--- config.mk ---
export PLATFORM = sky130hd
export DESIGN_NAME = cachepool_boot_ctrl_responder_flat
export DESIGN_NICKNAME = d
export VERILOG_FILES = /design/src/rtl/cachepool_boot_ctrl_responder_if.sv /design/src/rtl/cachepool_boot_ctrl_responder.sv /design/src/flat_wrapper.sv
export SDC_FILE = /design/constraint.sdc
export NUM_CORES = 1
export LEC_CHECK = 0
export CORE_MARGIN = 2
export CORE_UTILIZATION = 68
export DETAILED_ROUTE_END_ITERATION = 10
export DONT_BUFFER_PORTS = 1
export PLACE_DENSITY = 0.84
export SYNTH_ARGS = -nofsm -noshare
export SYNTH_HDL_FRONTEND = slang
export SYNTH_SLANG_ARGS = --single-unit
--- constraint.sdc ---
create_clock -name clk_i -period 4 [get_ports clk_i]
set_input_delay 0.8 -clock clk_i [delete_from_list [all_inputs] [get_ports clk_i]]
set_output_delay 0.8 -clock clk_i [all_outputs]
set_load 0.005 [all_outputs]
--- src/rtl/cachepool_boot_ctrl_responder_if.sv ---
// rtl/cachepool_boot_ctrl_responder_if.sv - reqrsp request/response channel bundle for the boot-control responder
interface cachepool_boot_ctrl_responder_if #(
  parameter int unsigned AddrWidth = 48,
  parameter int unsigned DataWidth = 32
);
  logic                   q_valid;
  logic                   q_ready;
  logic [AddrWidth-1:0]   q_addr;
  logic                   q_write;
  logic [DataWidth-1:0]   q_data;
  logic [DataWidth/8-1:0] q_strb;
  logic [3:0]             q_amo;
  logic                   p_valid;
  logic                   p_ready;
  logic [DataWidth-1:0]   p_data;
  logic                   p_error;

  modport master (
    output q_valid, q_addr, q_write, q_data, q_strb, q_amo, p_ready,
    input  q_ready, p_valid, p_data, p_error
  );

  modport slave (
    input  q_valid, q_addr, q_write, q_data, q_strb, q_amo, p_ready,
    output q_ready, p_valid, p_data, p_error
  );
endinterface

--- src/rtl/cachepool_boot_ctrl_responder.sv ---
// rtl/cachepool_boot_ctrl_responder.sv - boot-control reqrsp responder: boot address, wake pulses, EOC code
// Optional macro BOOT_CTRL_ERR_RESP_EN: unmapped accesses answer with p_error set.
module cachepool_boot_ctrl_responder #(
  parameter int unsigned          AddrWidth       = 48,
  parameter int unsigned          DataWidth       = 32,
  parameter int unsigned          NumCores        = 4,
  parameter logic [AddrWidth-1:0] BaseAddr        = '0,
  parameter logic [31:0]          BootAddrRst     = 32'h8000_0000,
  parameter int unsigned          WakePulseCycles = 4
) (
  input  logic                  clk_i,
  input  logic                  rst_ni,
  cachepool_boot_ctrl_responder_if.slave bus,
  output logic [31:0]           boot_addr_o,
  output logic [NumCores-1:0]   wake_o,
  output logic                  eoc_o,
  output logic [30:0]           eoc_code_o
);

  localparam logic [3:0]  AmoNone  = 4'h0;
  localparam int unsigned CntWidth = $clog2(WakePulseCycles + 1);

  typedef enum logic {
    RSP_IDLE,
    RSP_PEND
  } rsp_state_e;

  typedef enum logic [1:0] {
    REG_BOOT = 2'd0,
    REG_WAKE = 2'd1,
    REG_EOC  = 2'd2,
    REG_NONE = 2'd3
  } reg_off_e;

  function automatic logic [31:0] strb_merge(input logic [31:0] old_val,
                                             input logic [31:0] new_val,
                                             input logic [3:0]  strb);
    logic [31:0] res;
    res = old_val;
    for (int i = 0; i < 4; i++) begin
      if (strb[i]) res[8*i +: 8] = new_val[8*i +: 8];
    end
    return res;
  endfunction

  rsp_state_e            state_q, state_d;
  reg_off_e              offset;
  logic                  accept;
  logic                  hit;
  logic                  mapped;
  logic [31:0]           rdata;
  logic [31:0]           boot_wdata;
  logic [31:0]           eoc_wdata;
  logic [31:0]           wake_wdata;
  logic [NumCores-1:0]   wake_mask;
  logic                  wake_set;
  logic [CntWidth-1:0]   wake_cnt_q;
  logic [DataWidth-1:0]  p_data_d, p_data_q;
  logic                  unused_bits;

  assign offset   = reg_off_e'(bus.q_addr[3:2]);
  assign hit      = (bus.q_addr[AddrWidth-1:4] == BaseAddr[AddrWidth-1:4]);
  assign mapped   = hit && (offset != REG_NONE) && (bus.q_amo == AmoNone);

  // One response slot: a new request may enter whenever the slot drains this cycle.
  assign bus.p_valid = (state_q == RSP_PEND);
  assign bus.q_ready = !bus.p_valid || bus.p_ready;
  assign accept      = bus.q_valid && bus.q_ready;

  always_comb begin
    state_d = state_q;
    if (accept) begin
      state_d = RSP_PEND;
    end else if (bus.p_ready) begin
      state_d = RSP_IDLE;
    end
  end

  always_ff @(posedge clk_i or negedge rst_ni) begin
    if (!rst_ni) state_q <= RSP_IDLE;
    else         state_q <= state_d;
  end

  always_comb begin
    rdata = '0;
    if (mapped && !bus.q_write) begin
      case (offset)
        REG_BOOT: rdata = boot_addr_o;
        REG_EOC:  rdata = {eoc_code_o, eoc_o};
        default:  rdata = '0;
      endcase
    end
  end

  always_comb begin
    p_data_d        = '0;
    p_data_d[31:0]  = rdata;
  end

  always_ff @(posedge clk_i or negedge rst_ni) begin
    if (!rst_ni)     p_data_q <= '0;
    else if (accept) p_data_q <= p_data_d;
  end
  assign bus.p_data = p_data_q;

`ifdef BOOT_CTRL_ERR_RESP_EN
  logic p_error_q;
  always_ff @(posedge clk_i or negedge rst_ni) begin
    if (!rst_ni)     p_error_q <= 1'b0;
    else if (accept) p_error_q <= !mapped;
  end
  assign bus.p_error = p_error_q;
`else
  assign bus.p_error = 1'b0;
`endif

  // Only the low 32 bits carry register content; wider strobes/data are ignored.
  assign boot_wdata = strb_merge(boot_addr_o, bus.q_data[31:0], bus.q_strb[3:0]);
  assign eoc_wdata  = strb_merge({eoc_code_o, eoc_o}, bus.q_data[31:0], bus.q_strb[3:0]);
  assign wake_wdata = strb_merge(32'h0, bus.q_data[31:0], bus.q_strb[3:0]);
  assign wake_mask  = wake_wdata[NumCores-1:0];

  always_ff @(posedge clk_i or negedge rst_ni) begin
    if (!rst_ni) begin
      boot_addr_o <= BootAddrRst;
      eoc_o       <= 1'b0;
      eoc_code_o  <= '0;
    end else if (accept && bus.q_write && mapped) begin
      if (offset == REG_BOOT) boot_addr_o <= boot_wdata;
      if (offset == REG_EOC) begin
        eoc_o      <= eoc_wdata[0];
        eoc_code_o <= eoc_wdata[31:1];
      end
    end
  end

  assign wake_set = accept && bus.q_write && mapped && (offset == REG_WAKE) && (wake_mask != '0);

  // A fresh wake write extends the whole pulse: mask accumulates, counter restarts.
  always_ff @(posedge clk_i or negedge rst_ni) begin
    if (!rst_ni) begin
      wake_o     <= '0;
      wake_cnt_q <= '0;
    end else if (wake_set) begin
      wake_o     <= wake_o | wake_mask;
      wake_cnt_q <= CntWidth'(WakePulseCycles);
    end else if (wake_cnt_q != '0) begin
      wake_cnt_q <= wake_cnt_q - CntWidth'(1);
      if (wake_cnt_q == CntWidth'(1)) wake_o <= '0;
    end
  end

  assign unused_bits = ^{bus.q_addr[1:0], bus.q_data, bus.q_strb, wake_wdata};

endmodule

--- src/flat_wrapper.sv ---
// flat-port wrapper written by rule: the top's interface ports become plain ports
module cachepool_boot_ctrl_responder_flat 
#(
  parameter int unsigned          AddrWidth       = 48,
  parameter int unsigned          DataWidth       = 32,
  parameter int unsigned          NumCores        = 4,
  parameter logic [AddrWidth-1:0] BaseAddr        = '0,
  parameter logic [31:0]          BootAddrRst     = 32'h8000_0000,
  parameter int unsigned          WakePulseCycles = 4
)
  (clk_i, rst_ni, boot_addr_o, wake_o, eoc_o, eoc_code_o, bus_q_valid, bus_q_addr, bus_q_write, bus_q_data, bus_q_strb, bus_q_amo, bus_p_ready, bus_q_ready, bus_p_valid, bus_p_data, bus_p_error);
  cachepool_boot_ctrl_responder_if #(.AddrWidth(AddrWidth), .DataWidth(DataWidth)) bus_i ();
  input  logic clk_i;
  input  logic rst_ni;
  output logic [31:0] boot_addr_o;
  output logic [NumCores-1:0] wake_o;
  output logic eoc_o;
  output logic [30:0] eoc_code_o;
  input wire logic [$bits(bus_i.q_valid)-1:0] bus_q_valid;
  input wire logic [$bits(bus_i.q_addr)-1:0] bus_q_addr;
  input wire logic [$bits(bus_i.q_write)-1:0] bus_q_write;
  input wire logic [$bits(bus_i.q_data)-1:0] bus_q_data;
  input wire logic [$bits(bus_i.q_strb)-1:0] bus_q_strb;
  input wire logic [$bits(bus_i.q_amo)-1:0] bus_q_amo;
  input wire logic [$bits(bus_i.p_ready)-1:0] bus_p_ready;
  output wire logic [$bits(bus_i.q_ready)-1:0] bus_q_ready;
  output wire logic [$bits(bus_i.p_valid)-1:0] bus_p_valid;
  output wire logic [$bits(bus_i.p_data)-1:0] bus_p_data;
  output wire logic [$bits(bus_i.p_error)-1:0] bus_p_error;
  assign bus_i.q_valid = bus_q_valid;
  assign bus_i.q_addr = bus_q_addr;
  assign bus_i.q_write = bus_q_write;
  assign bus_i.q_data = bus_q_data;
  assign bus_i.q_strb = bus_q_strb;
  assign bus_i.q_amo = bus_q_amo;
  assign bus_i.p_ready = bus_p_ready;
  assign bus_q_ready = bus_i.q_ready;
  assign bus_p_valid = bus_i.p_valid;
  assign bus_p_data = bus_i.p_data;
  assign bus_p_error = bus_i.p_error;
  cachepool_boot_ctrl_responder #(.AddrWidth(AddrWidth), .DataWidth(DataWidth), .NumCores(NumCores), .BaseAddr(BaseAddr), .BootAddrRst(BootAddrRst), .WakePulseCycles(WakePulseCycles)) u_core (.clk_i(clk_i), .rst_ni(rst_ni), .bus(bus_i), .boot_addr_o(boot_addr_o), .wake_o(wake_o), .eoc_o(eoc_o), .eoc_code_o(eoc_code_o));
endmodule
# Yosys cells after proc, flatten, opt, wreduce, memory -nomap -nowiden
# Index checks and enable logic that the tools add are counted.
word_totals:
  ff_bits: 104
  in_bits: 93
  out_inout_bits: 103
  wordCells: 57
classes:
  add_sub_neg: 1
  eq_ne: 4
  muxes: 10
  bitwise: 1
  reduce_logical: 28
op_table:
  columns: ["operator", "n"]
  rows:
  - ["$pmux W32 S2", 1]
  - ["$logic_not A44 Y1", 1]
  - ["$mux W32", 1]
  - ["$reduce_and A3 Y1", 8]
  - ["$mux W4", 4]
  - ["$logic_and A1 B1 Y1", 8]
  - ["$mux W3", 2]
  - ["$reduce_bool A2 Y1", 3]
  - ["$logic_not A4 Y1", 1]
  - ["$or A4 B4 Y4", 1]
  - ["$reduce_bool A4 Y1", 1]
  - ["$eq A3 B1 Y1 const B", 1]
  - ["$reduce_bool A3 Y1", 1]
  - ["$sub A3 B1 Y3 const B", 1]
  - ["$eq A2 B1 Y1 const B", 1]
  - ["$eq A2 B2 Y1 const B", 1]
  - ["$logic_not A1 Y1", 2]
  - ["$logic_not A2 Y1", 1]
  - ["$mux W1", 2]
  - ["$ne A2 B2 Y1 const B", 1]
  - ["$reduce_and A2 Y1", 1]
  - ["$logic_or A1 B1 Y1", 1]

# Depth between registers and ports, before layout
# Gate-level depths: netlist of run 1.
depth:
  ltp_word: 9
  mapped_depth: 8
  ltp_nobuf: 6

# Worst setup path before layout of run 1
# Ideal clock, no wire load.
synth_timing:
  path_kind: "input to register"
  from: "input port bus_q_amo[1]"
  to: "register u_core.eoc_code_o[10]"
  t_arrival_ns: 2.840
  slack_ns: 1.036
  cell_stages: 5
  n_path_buf: 1
  cell_sequence: "or4_4 > or4_4 > buf_6 > nor4b_4 > mux2_2"
synth_between:
  elab_chain_len: 4
synth_lines:
  columns: ["item", "line", "source"]
  rows:
  - ["start: declaration", "flat_wrapper.sv:24", "input wire logic [$bits(bus_i.q_amo)-1:0] bus_q_amo;"]
  - ["$logic_not A4 Y1", "cachepool_boot_ctrl_responder.sv:63", "assign mapped = hit && (offset != REG_NONE) && (bus.q_amo == AmoNone);"]
  - ["$logic_and A1 B1 Y1", "cachepool_boot_ctrl_responder.sv:63", null]
  - ["$logic_and A1 B1 Y1", "cachepool_boot_ctrl_responder.sv:128", "end else if (accept && bus.q_write && mapped) begin"]
  - ["$reduce_and A3 Y1 (no line)", null, null]
  - ["end signal: assignment", "cachepool_boot_ctrl_responder.sv:132", "eoc_code_o <= eoc_wdata[31:1];"]
  - ["end: declaration", "cachepool_boot_ctrl_responder.sv:17", "output logic [30:0] eoc_code_o"]
# No other way between the ends.
# A chain may end at the register's enable or synchronous reset.

# Final worst setup path of run 1
layout_timing:
  from: "input port bus_q_amo[1]"
  to: "register u_core.boot_addr_o[24]"
layout_between:
  elab_chain_len: 4
layout_lines:
  columns: ["item", "line", "source"]
  rows:
  - ["$logic_not A4 Y1", "cachepool_boot_ctrl_responder.sv:63", null]
  - ["$logic_and A1 B1 Y1", "cachepool_boot_ctrl_responder.sv:63", null]
  - ["$logic_and A1 B1 Y1", "cachepool_boot_ctrl_responder.sv:128", null]
  - ["$reduce_and A3 Y1 (no line)", null, null]
  - ["end signal: assignment", "cachepool_boot_ctrl_responder.sv:125", "boot_addr_o <= BootAddrRst;"]
  - ["end signal: assignment", "cachepool_boot_ctrl_responder.sv:129", "if (offset == REG_BOOT) boot_addr_o <= boot_wdata;"]
  - ["end: declaration", "cachepool_boot_ctrl_responder.sv:14", "output logic [31:0] boot_addr_o,"]
# No other way between the ends.

==> results of run 1 <==
-- state kept, by name (all words and copies together), names as in the netlist --
name,count
u_core.eoc_code_o,31
u_core.wake_o,4
u_core.bus.p_valid,1
u_core.bus.p_data,32
u_core.eoc_o,1
u_core.boot_addr_o,32
u_core.wake_cnt_q,3
-- kinds of logic after synthesis --
group / Yosys count
AND/OR/NAND/NOR: 87
other: 1
buffers and inverters: 17
flip-flops: 104
AO/OA/AOI/OAI: 39
multiplexers: 96
adder cells (fa/ha/maj): 3
XOR/XNOR: 1
-- Yosys cell counts, types with 3 or more instances --
cell / n / area share [%]
nand4_1: 5 / 0.68
or4_4: 3 / 0.73
mux2_2: 64 / 16
nand2_1: 39 / 3.2
dfrtp_1: 103 / 56
nand2b_1: 3 / 0.41
clkbuf_1: 9 / 0.73
ha_1: 3 / 0.82
nor2_1: 10 / 0.82
o21ai_2: 20 / 3.8
nor4_1: 14 / 1.9
buf_6: 4 / 0.98
a41oi_1: 4 / 0.76
inv_1: 3 / 0.24
mux2i_1: 32 / 7.0
o21ai_1: 10 / 1.1
-- cells in the final DEF, fill, tap and decap left out --
cell       instances
nor2_1            10
nand2b_1           3
and2_1             2
nor3b_1            1
xnor2_1            1
nor4_2             1
nor4b_4            2
nand2_1           39
clkinv_2           1
nand4b_1           1
or4_4              3
dfrtp_1          103
buf_4              2
nand4bb_1          1
ha_1               3
mux2_2            64
or2_2              1
a41oi_1            4
o21ai_1           10
clkinv_4           1
inv_1              3
inv_6              4
nor2b_1            2
clkbuf_1           1
nand4_1            5
nor4_4             2
dfstp_2            1
clkbuf_8           9
a211o_1            1
o21ai_2           20
nor4_1            14
o21ai_0            2
conb_1             1
mux2i_1           32
a21oi_1            2
-- power breakdown --
part | total, mW | switching [mW] | internal, mW
combinational | 0.0301 | 0.0164 | 0.0138
sequential | 1.05 | 0.000580 | 1.05
clock | 0.596 | 0.360 | 0.236
-- critical path, cell delays in order --
cell and delay [ns]:
or4_4 0.54, nor4_2 0.69, nand4_1 0.62, mux2_2 0.47
-- metal layers --
metal | vias to the layer above | track usage [%] | part of all wire [%] | wire length (microns)
li1 | 1259 | - | - | -
met1 | 1441 | 33.3 | 39 | 3870
met2 | 121 | 45.0 | 51 | 5030
met3 | 8 | 9.81 | 9.6 | 958
met4 | 0 | 8.95 | 0.91 | 91
met5 | - | 0 | 0 | 0
-- final cells by class --
cell class              instances  area share, %
repair buffers                  2          0.313
clock inverters                 6           1.02
flip-flops and latches        104           54.2
inverters                       3          0.235
clock buffers                  10           2.66
well taps                      77           2.01
multi-input cells             227           39.5
-- worst max path at each step --
stage	from	cells after the start	slack, ns	endpoint
floorplan	bus_q_amo[1]	5	1.04	u_core.eoc_code_o[10]$_DFFE_PN0P_
global placement	bus_q_amo[1]	4	0.74	u_core.boot_addr_o[28]$_DFFE_PN0P_
detailed placement	bus_q_amo[1]	4	0.72	u_core.boot_addr_o[27]$_DFFE_PN0P_
CTS	bus_q_amo[1]	4	1.07	u_core.boot_addr_o[27]$_DFFE_PN0P_
global route	bus_q_amo[1]	4	0.90	u_core.boot_addr_o[30]$_DFFE_PN0P_
finish	bus_q_amo[1]	4	1.13	u_core.boot_addr_o[24]$_DFFE_PN0P_
-- metrics by stage --
step / cells / utilization [%] / worst slack [ns] / cell area, sq um / hold slack (ns)
floorplan: 348 / - / 1.04 / 4600 / 0.473
global placement: 413 / 71.6 / 0.741 / 4620 / 0.488
detailed placement: 413 / 71.6 / 0.720 / 4620 / 0.494
CTS: 429 / 74.3 / 1.07 / 4800 / 0.105
global route: 429 / 74.3 / 0.904 / 4800 / 0.0908
finish: 429 / 74.3 / 1.13 / 4800 / 0.114
==> metrics, run 1 <==
critical path arrival 3.12 ns; Die W 86.2 microns; detailed-route DRC error count 0; Worst-path clk slew 0.10 ns; f_max 348 MHz; fin crit share 71.8%; Worst-Margin Slew 0.753 ns; Worst VDD drop 0.255 mV; reg2reg end u_core.boot_addr_o[24]$_DFFE_PN0P_; GPL Wtd Cong 0.816; Pwr Total 1.68 mW; routed wire length 9950 microns; Worst R2R Start u_core.bus.p_valid$_DFFE_PN0P_; CTS buffer count 9; post-route minimum period 2.87 ns; global-route wire length before repair 15300 microns; crit-path max FO 8; outcome finished clean; Post-CTS Setup Inserts 0; CP Class in2reg; max-slew violations 0; CTS sink cnt 104; share of layout cells above drive strength 1 31.5%; Post-Synthesis Cells 348; XOR/XNOR Fraction of Synth Area 0.190%; setup violators final 0; CTS Buffer Depth 2; Post-synth ARST share 100%; CTS tree yes; die area 7440 sq um; adder-cell area share of the yosys netlist 0.816%; Core Area 6460 sq um; Nets 443; Hold-fix buffers, CTS 0; syn avg cell area 13.2 sq um; mapped cell area 4600 sq um; Via density 6.59; routed via count 2829; Rows 29; FF/Latch Area 2600 sq um; Critical Path Start Type input pin; prevailing post-synth register cell dfrtp_1; wire per inst 23.2 microns; HPWL after detailed placement 7040 microns; Die H 86.2 microns; RSZ-0062 raised after global routing no; Final Hold Viols 0; Post-synth EDFFs 0; multi-input logic area 1900 sq um; Synth-to-Final Area Change 4.38%; fill count 419; largest net degree at the start of global routing 105; Worst slew margin 49.4%; Synth Register Bits 104; post-synthesis mux area share 22.6%; Final ANT Viol Nets 0; sequential fraction of the synthesis area 56.6%; Reg2Reg Setup Slack 1.22 ns; HP Class in2async; setup TNS 0 ns; post-synthesis compound-gate area fraction 6.29%; Total Routing Usage GR 27.1%; # port buffers 0; Antenna diodes 0; initial core utilization 71.2%; syn_nets 444; critical path capture point type flop; simple-gate share of the synthesized area 11.2%; combinational family with the most area after synthesis multiplexers; Worst Skew 0.0124 ns; Distinct cells, synth 32; H-tree levels 3; Ports 196; clk root buf clkbuf_8; drt pass-1 iters 4; Lkg Pwr 2.33 nW; initial antenna violation count 0; Yosys warnings 0; worst skew pair latency 0.36 ns; R2R cell count 6; total grt overflow 0; Worst Path Required 4.25 ns; number of global-route vias before repair 3015; cts repair resizes 0; Pwr Density 350 nW/um^2; initial DRC count 142; # Max-Cap Violations 0
Note: power is estimated with default switching activity, not from simulation.
==> inputs of run 2 (changes only) <==
- CORE_UTILIZATION: 68 -> 57
- PLACE_DENSITY: 0.84 -> 0.75
- clock period: 4 -> 2.3 ns (I/O delays scaled with it)
==> metrics, run 2 (synthesis results as in run 1) <==
Crit-path slowest cell or4_4; largest net degree at the start of global routing 105 (unchanged); Pwr Density 577 nW/um^2 (+65%); Worst Path Required 2.57 ns (-1.68 ns); crit-path max FO 18 (+10); Core Area 7770 sq um (+20%); most frequent cells in the layout dfrtp_1, mux2_2, nand2_1; Worst Skew 0.0119 ns (-0.000565 ns); Ports 196 (unchanged); CTS buffer count 9 (unchanged); Synth-to-Final Area Change 9.77%; most common cell after layout, fill and taps aside dfrtp_1; global-route wire length before repair 15500 microns (+1.3%); Worst-path clk slew 0.10 ns (about the same); Place WS -0.330 ns (-1.05 ns); detailed-route DRC error count 0 (unchanged); Die W 93.8 microns (+8.8%); Worst slew margin 67.0% (+18 points); CP dominant cell by count or4_4; total grt overflow 0 (unchanged); routed wire length 10100 microns (+1.7%); CTS Buffer Depth 2 (unchanged); # Max-Cap Violations 0 (unchanged); setup TNS 0 ns (unchanged); die area 8800 sq um (+18%); drt pass-1 iters 4 (unchanged); Worst-Margin Slew 0.490 ns (-0.263 ns); Total Routing Usage GR 23.0% (-4.1 points); Final Hold Viols 104 (+104); Rows 32 (+10%); # port buffers 0 (unchanged); wire per inst 21.4 microns (-7.8%); largest stage delay on the critical path 0.63 ns (-0.06 ns); fin crit share 98.0%; initial core utilization 59.2% (-12 points); Nets 462 (+4.3%); failing checks hold timing; HPWL after detailed placement 7310 microns (+3.8%); routed via count 2880 (+1.8%); CTS tree yes; share of layout cells above drive strength 1 34.8% (+3.2 points); Worst VDD drop 0.290 mV (+14%); f_max 443 MHz; setup ws final 0.0449 ns (-1.08 ns); critical path capture point type flop; Antenna diodes 0 (unchanged); non-filler instance count after layout 473 (+10%); post-route minimum period 2.26 ns; RSZ-0062 raised after global routing no; placed inst area 4870 sq um (+5.4%); clk root buf clkbuf_8; max-slew violations 0 (unchanged); placed cells 457 (+11%); design area 5050 sq um (+5.2%); Die H 93.8 microns (+8.8%); worst skew pair latency 0.36 ns (about the same); Final ANT Viol Nets 0 (unchanged); initial antenna violation count 0 (unchanged); Cell Chain, Critical Path or4_4 > or4_4 > or4_4 > buf_12 > o21ai_1; critical path arrival 2.53 ns (-0.59 ns); H-tree levels 3 (unchanged); HP Class in2async; setup violators final 0 (unchanged); CTS sink cnt 104 (unchanged); GPL Wtd Cong 0.793 (-2.8%); outcome complete, but fails checks; number of global-route vias before repair 3123 (+3.6%); WHS -0.219 ns (-0.333 ns); Via density 6.09 (-7.7%); initial DRC count 84 (-41%); Lkg Pwr 2.43 nW (+4.0%); Critical Path Start Type input pin; CP Class in2reg
==> run 2: cell types whose count changed in the layout (fill, tap and decap cells not counted), moves of 4 or more <==
cell | previous run | this run
mux2_4 | 0 | 4
buf_12 | 0 | 5
clkinvlp_4 | 0 | 4
buf_4 | 2 | 16
mux2_2 | 64 | 60
inv_6 | 4 | 0
==> run 2: report_power, final <==
part           total (mW)  switching [mW]  internal (mW)
combinational      0.0534          0.0271         0.0263
sequential           1.83        0.000625           1.83
clock                1.03           0.629          0.403
==> run 2: repair_timing <==
item	4_1_cts	5_1_grt
endpoints found under the hold margin	104	104
buffers inserted	0	0
resized for setup	0	0
==> run 2: worst paths after layout <==
path                            cells past startpoint                                  to                             start  slack [ns]
worst max register to register                      6   u_core.bus.p_data[25]$_DFFE_PN0P_    u_core.bus.p_valid$_DFFE_PN0P_        0.12
worst max-delay path                                5   u_core.bus.p_data[25]$_DFFE_PN0P_                      bus_q_amo[1]        0.04
worst min-delay path                                0    u_core.wake_cnt_q[0]$_DFFE_PN0P_                            rst_ni       -0.22
min in group clk_i                                  1      u_core.bus.p_valid$_DFFE_PN0P_                       bus_q_valid        0.22
worst min register to register                      2    u_core.bus.p_data[7]$_DFFE_PN0P_  u_core.bus.p_data[7]$_DFFE_PN0P_        0.51
max in group asynchronous                           0  u_core.boot_addr_o[31]$_DFFE_PN1P_                            rst_ni        2.30
==> run 2: routing by layer <==
| metal | vias up | part of all wire (%) | wire [microns] | global-route usage (%) |
|---|---|---|---|---|
| met5 | - | 0 | 0 | 0 |
| met4 | 0 | 1.3 | 135 | 7.73 |
| met3 | 11 | 10 | 1010 | 8.43 |
| met2 | 135 | 52 | 5220 | 39.9 |
| met1 | 1441 | 37 | 3750 | 26.1 |
| li1 | 1293 | - | - | - |
==> run 2: critical path: cells and delay by family <==
family                 cells  cell delay, ns
buffers and inverters      1            0.19
AOI/OAI and AO/OA          1            0.17
and+or+nand+nor            3            1.71
==> run 2: final cells by class <==
type,instances,area [sq um]
inverters,3,11.3
multi-input cells,227,1910
well taps,102,128
clock inverters,5,41.3
flip-flops and latches,104,2600
fillers,630,2720
repair buffers,21,220
clock buffers,11,131
==> run 2: per-stage QoR <==
step / util [%] / total power [mW]
floorplan: - / 1.92
global placement: 62.8 / 1.92
detailed placement: 62.8 / 1.92
CTS: 65.0 / 2.93
global route: 65.0 / 3.00
finish: 65.0 / 2.91
==> inputs of run 3 (changes only) <==
- CORE_UTILIZATION: 57 -> 55
- PLACE_DENSITY: 0.75 -> 0.73
==> metrics, run 3 (synthesis results as in run 1) <==
Critical Path Start Type input pin; critical path arrival 2.52 ns (about the same); die area 9110 sq um (+3.5%); Via density 6.05 (-0.66%); setup violators final 0 (unchanged); fin crit share 97.5% (-0.56 points); Setup crit start bus_q_amo[1]; placed cells 460 (+0.66%); Worst VDD drop 0.284 mV (-2.3%); initial antenna violation count 0 (unchanged); WHS -0.219 ns (-0.000557 ns); Switching Power 0.646 mW (-1.6%); routed wire length 10000 microns (-1.2%); Util after Layout 61.8% (-3.2 points); Final ANT Viol Nets 0 (unchanged); CTS Buffer Depth 2 (unchanged); max-slew violations 0 (unchanged); Total Routing Usage GR 21.9% (-1.0 points); Antenna diodes 0 (unchanged); Reg2Reg Setup Slack 0.11 ns (about the same); wire per inst 21.0 microns (-1.8%); global-route wire length before repair 14900 microns (-3.7%); placed inst area 4870 sq um (-0.18%); Worst Path Required 2.58 ns (about the same); Switching Share 22.0% (-0.50 points); share of layout cells above drive strength 1 35.0% (+0.27 points); Die H 95.4 microns (+1.7%); setup ws final 0.0579 ns (+0.0130 ns); H-tree levels 3 (unchanged); RSZ-0062 raised after global routing no; largest net degree at the start of global routing 105 (unchanged); Synth-to-Final Area Change 9.80% (about the same); HPWL after detailed placement 7210 microns (-1.4%); outcome complete, but fails checks; Clock Power Share 35.7% (+0.3 points); GPL Wtd Cong 0.816 (+2.9%); non-filler instance count after layout 476 (+0.63%); Worst-path clk slew 0.10 ns (about the same); CP Class in2reg; detailed-route DRC error count 0 (unchanged); HP Class in2async; Flop pwr share 62.4% (-0.4 points); routed via count 2879 (-0.035%); Gate power share 1.9% (about the same); Place WS -0.325 ns (+0.00545 ns); drt pass-1 iters 5 (+1); number of global-route vias before repair 2996 (-4.1%); critical path capture point type flop; Pwr Density 581 nW/um^2 (+0.60%); design area 5050 sq um (about the same); CTS tree yes; post-route minimum period 2.24 ns (-0.0130 ns); Lkg Pwr 2.43 nW (about the same); Ports 196 (unchanged); initial core utilization 56.2% (-3.0 points); # Max-Cap Violations 0 (unchanged); Core Area 8180 sq um (+5.3%); clk root buf clkbuf_8; Pint 2.29 mW (+1.3%); failing checks hold timing; total grt overflow 0 (unchanged); crit-path max FO 12 (-6); Worst Skew 0.0118 ns (-0.0000859 ns); Rows 33 (+3.1%); Worst R2R Start u_core.bus.p_valid$_DFFE_PN0P_; initial DRC count 74 (-12%); CTS buffer count 9 (unchanged); most frequent cells in the layout dfrtp_1, mux2_2, nand2_1; f_max 446 MHz (+0.58%); Die W 95.4 microns (+1.7%); Final Hold Viols 103 (-0.96%); # port buffers 0 (unchanged); most common cell after layout, fill and taps aside dfrtp_1; Nets 462 (unchanged); CTS sink cnt 104 (unchanged); worst skew pair latency 0.36 ns (about the same)
==> run 3: critical path, stage by stage <==
cell and delay, ns:
or4_4 0.52, or4_4 0.63, or4_4 0.54, buf_4 0.21, o21ai_1 0.15
==> run 3: path summary, 6_finish.rpt <==
check                           cells after the start                            endpoint
worst max-delay path                                5   u_core.bus.p_data[23]$_DFFE_PN0P_
worst min-delay path                                0    u_core.bus.p_data[4]$_DFFE_PN0P_
worst max register to register                      6   u_core.bus.p_data[23]$_DFFE_PN0P_
worst min register to register                      2   u_core.bus.p_data[15]$_DFFE_PN0P_
max in group asynchronous                           0  u_core.boot_addr_o[31]$_DFFE_PN1P_
min in group clk_i                                  1      u_core.bus.p_valid$_DFFE_PN0P_
==> run 3: power groups by stage <==
stage | Combinational [mW] | Clock [mW] | Sequential [mW]
final | 0.0566 | 1.05 | 1.83
after global routing | 0.0604 | 1.15 | 1.83
after CTS | 0.0578 | 1.07 | 1.83
after detailed placement | 0.0576 | 0 | 1.87
after global placement | 0.0563 | 0 | 1.87
after floorplan | 0.0559 | 0 | 1.87
==> run 3: stage by stage <==
stage	TNS, ns	total power, mW
after floorplan	-18.07	1.92
after global placement	-16.34	1.92
after detailed placement	-18.15	1.92
after CTS	0	2.96
after global routing	0	3.04
final	0	2.93
==> run 3: layout make-up <==
class | count | area [sq um]
multi-input cells | 227 | 1910
clock buffers | 11 | 141
inverters | 3 | 11.3
clock inverters | 5 | 41.3
repair buffers | 21 | 208
well taps | 105 | 131
flip-flops and latches | 104 | 2600
fillers | 642 | 3130
==> run 3: metal layers <==
layer | wire length, microns | global-route usage [%] | vias to the layer above
li1 | - | - | 1289
met1 | 3700 | 24.9 | 1434
met2 | 5150 | 38.6 | 144
met3 | 1020 | 7.75 | 12
met4 | 130 | 7.02 | 0
met5 | 0 | 0 | -
==> run 3: timing repair <==
action / in CTS / in global routing
buffers inserted: 0 / 0
endpoints found under the hold margin: 104 / 104
gates resized for setup: 0 / 0
endpoints found under the setup margin: 0 / 0
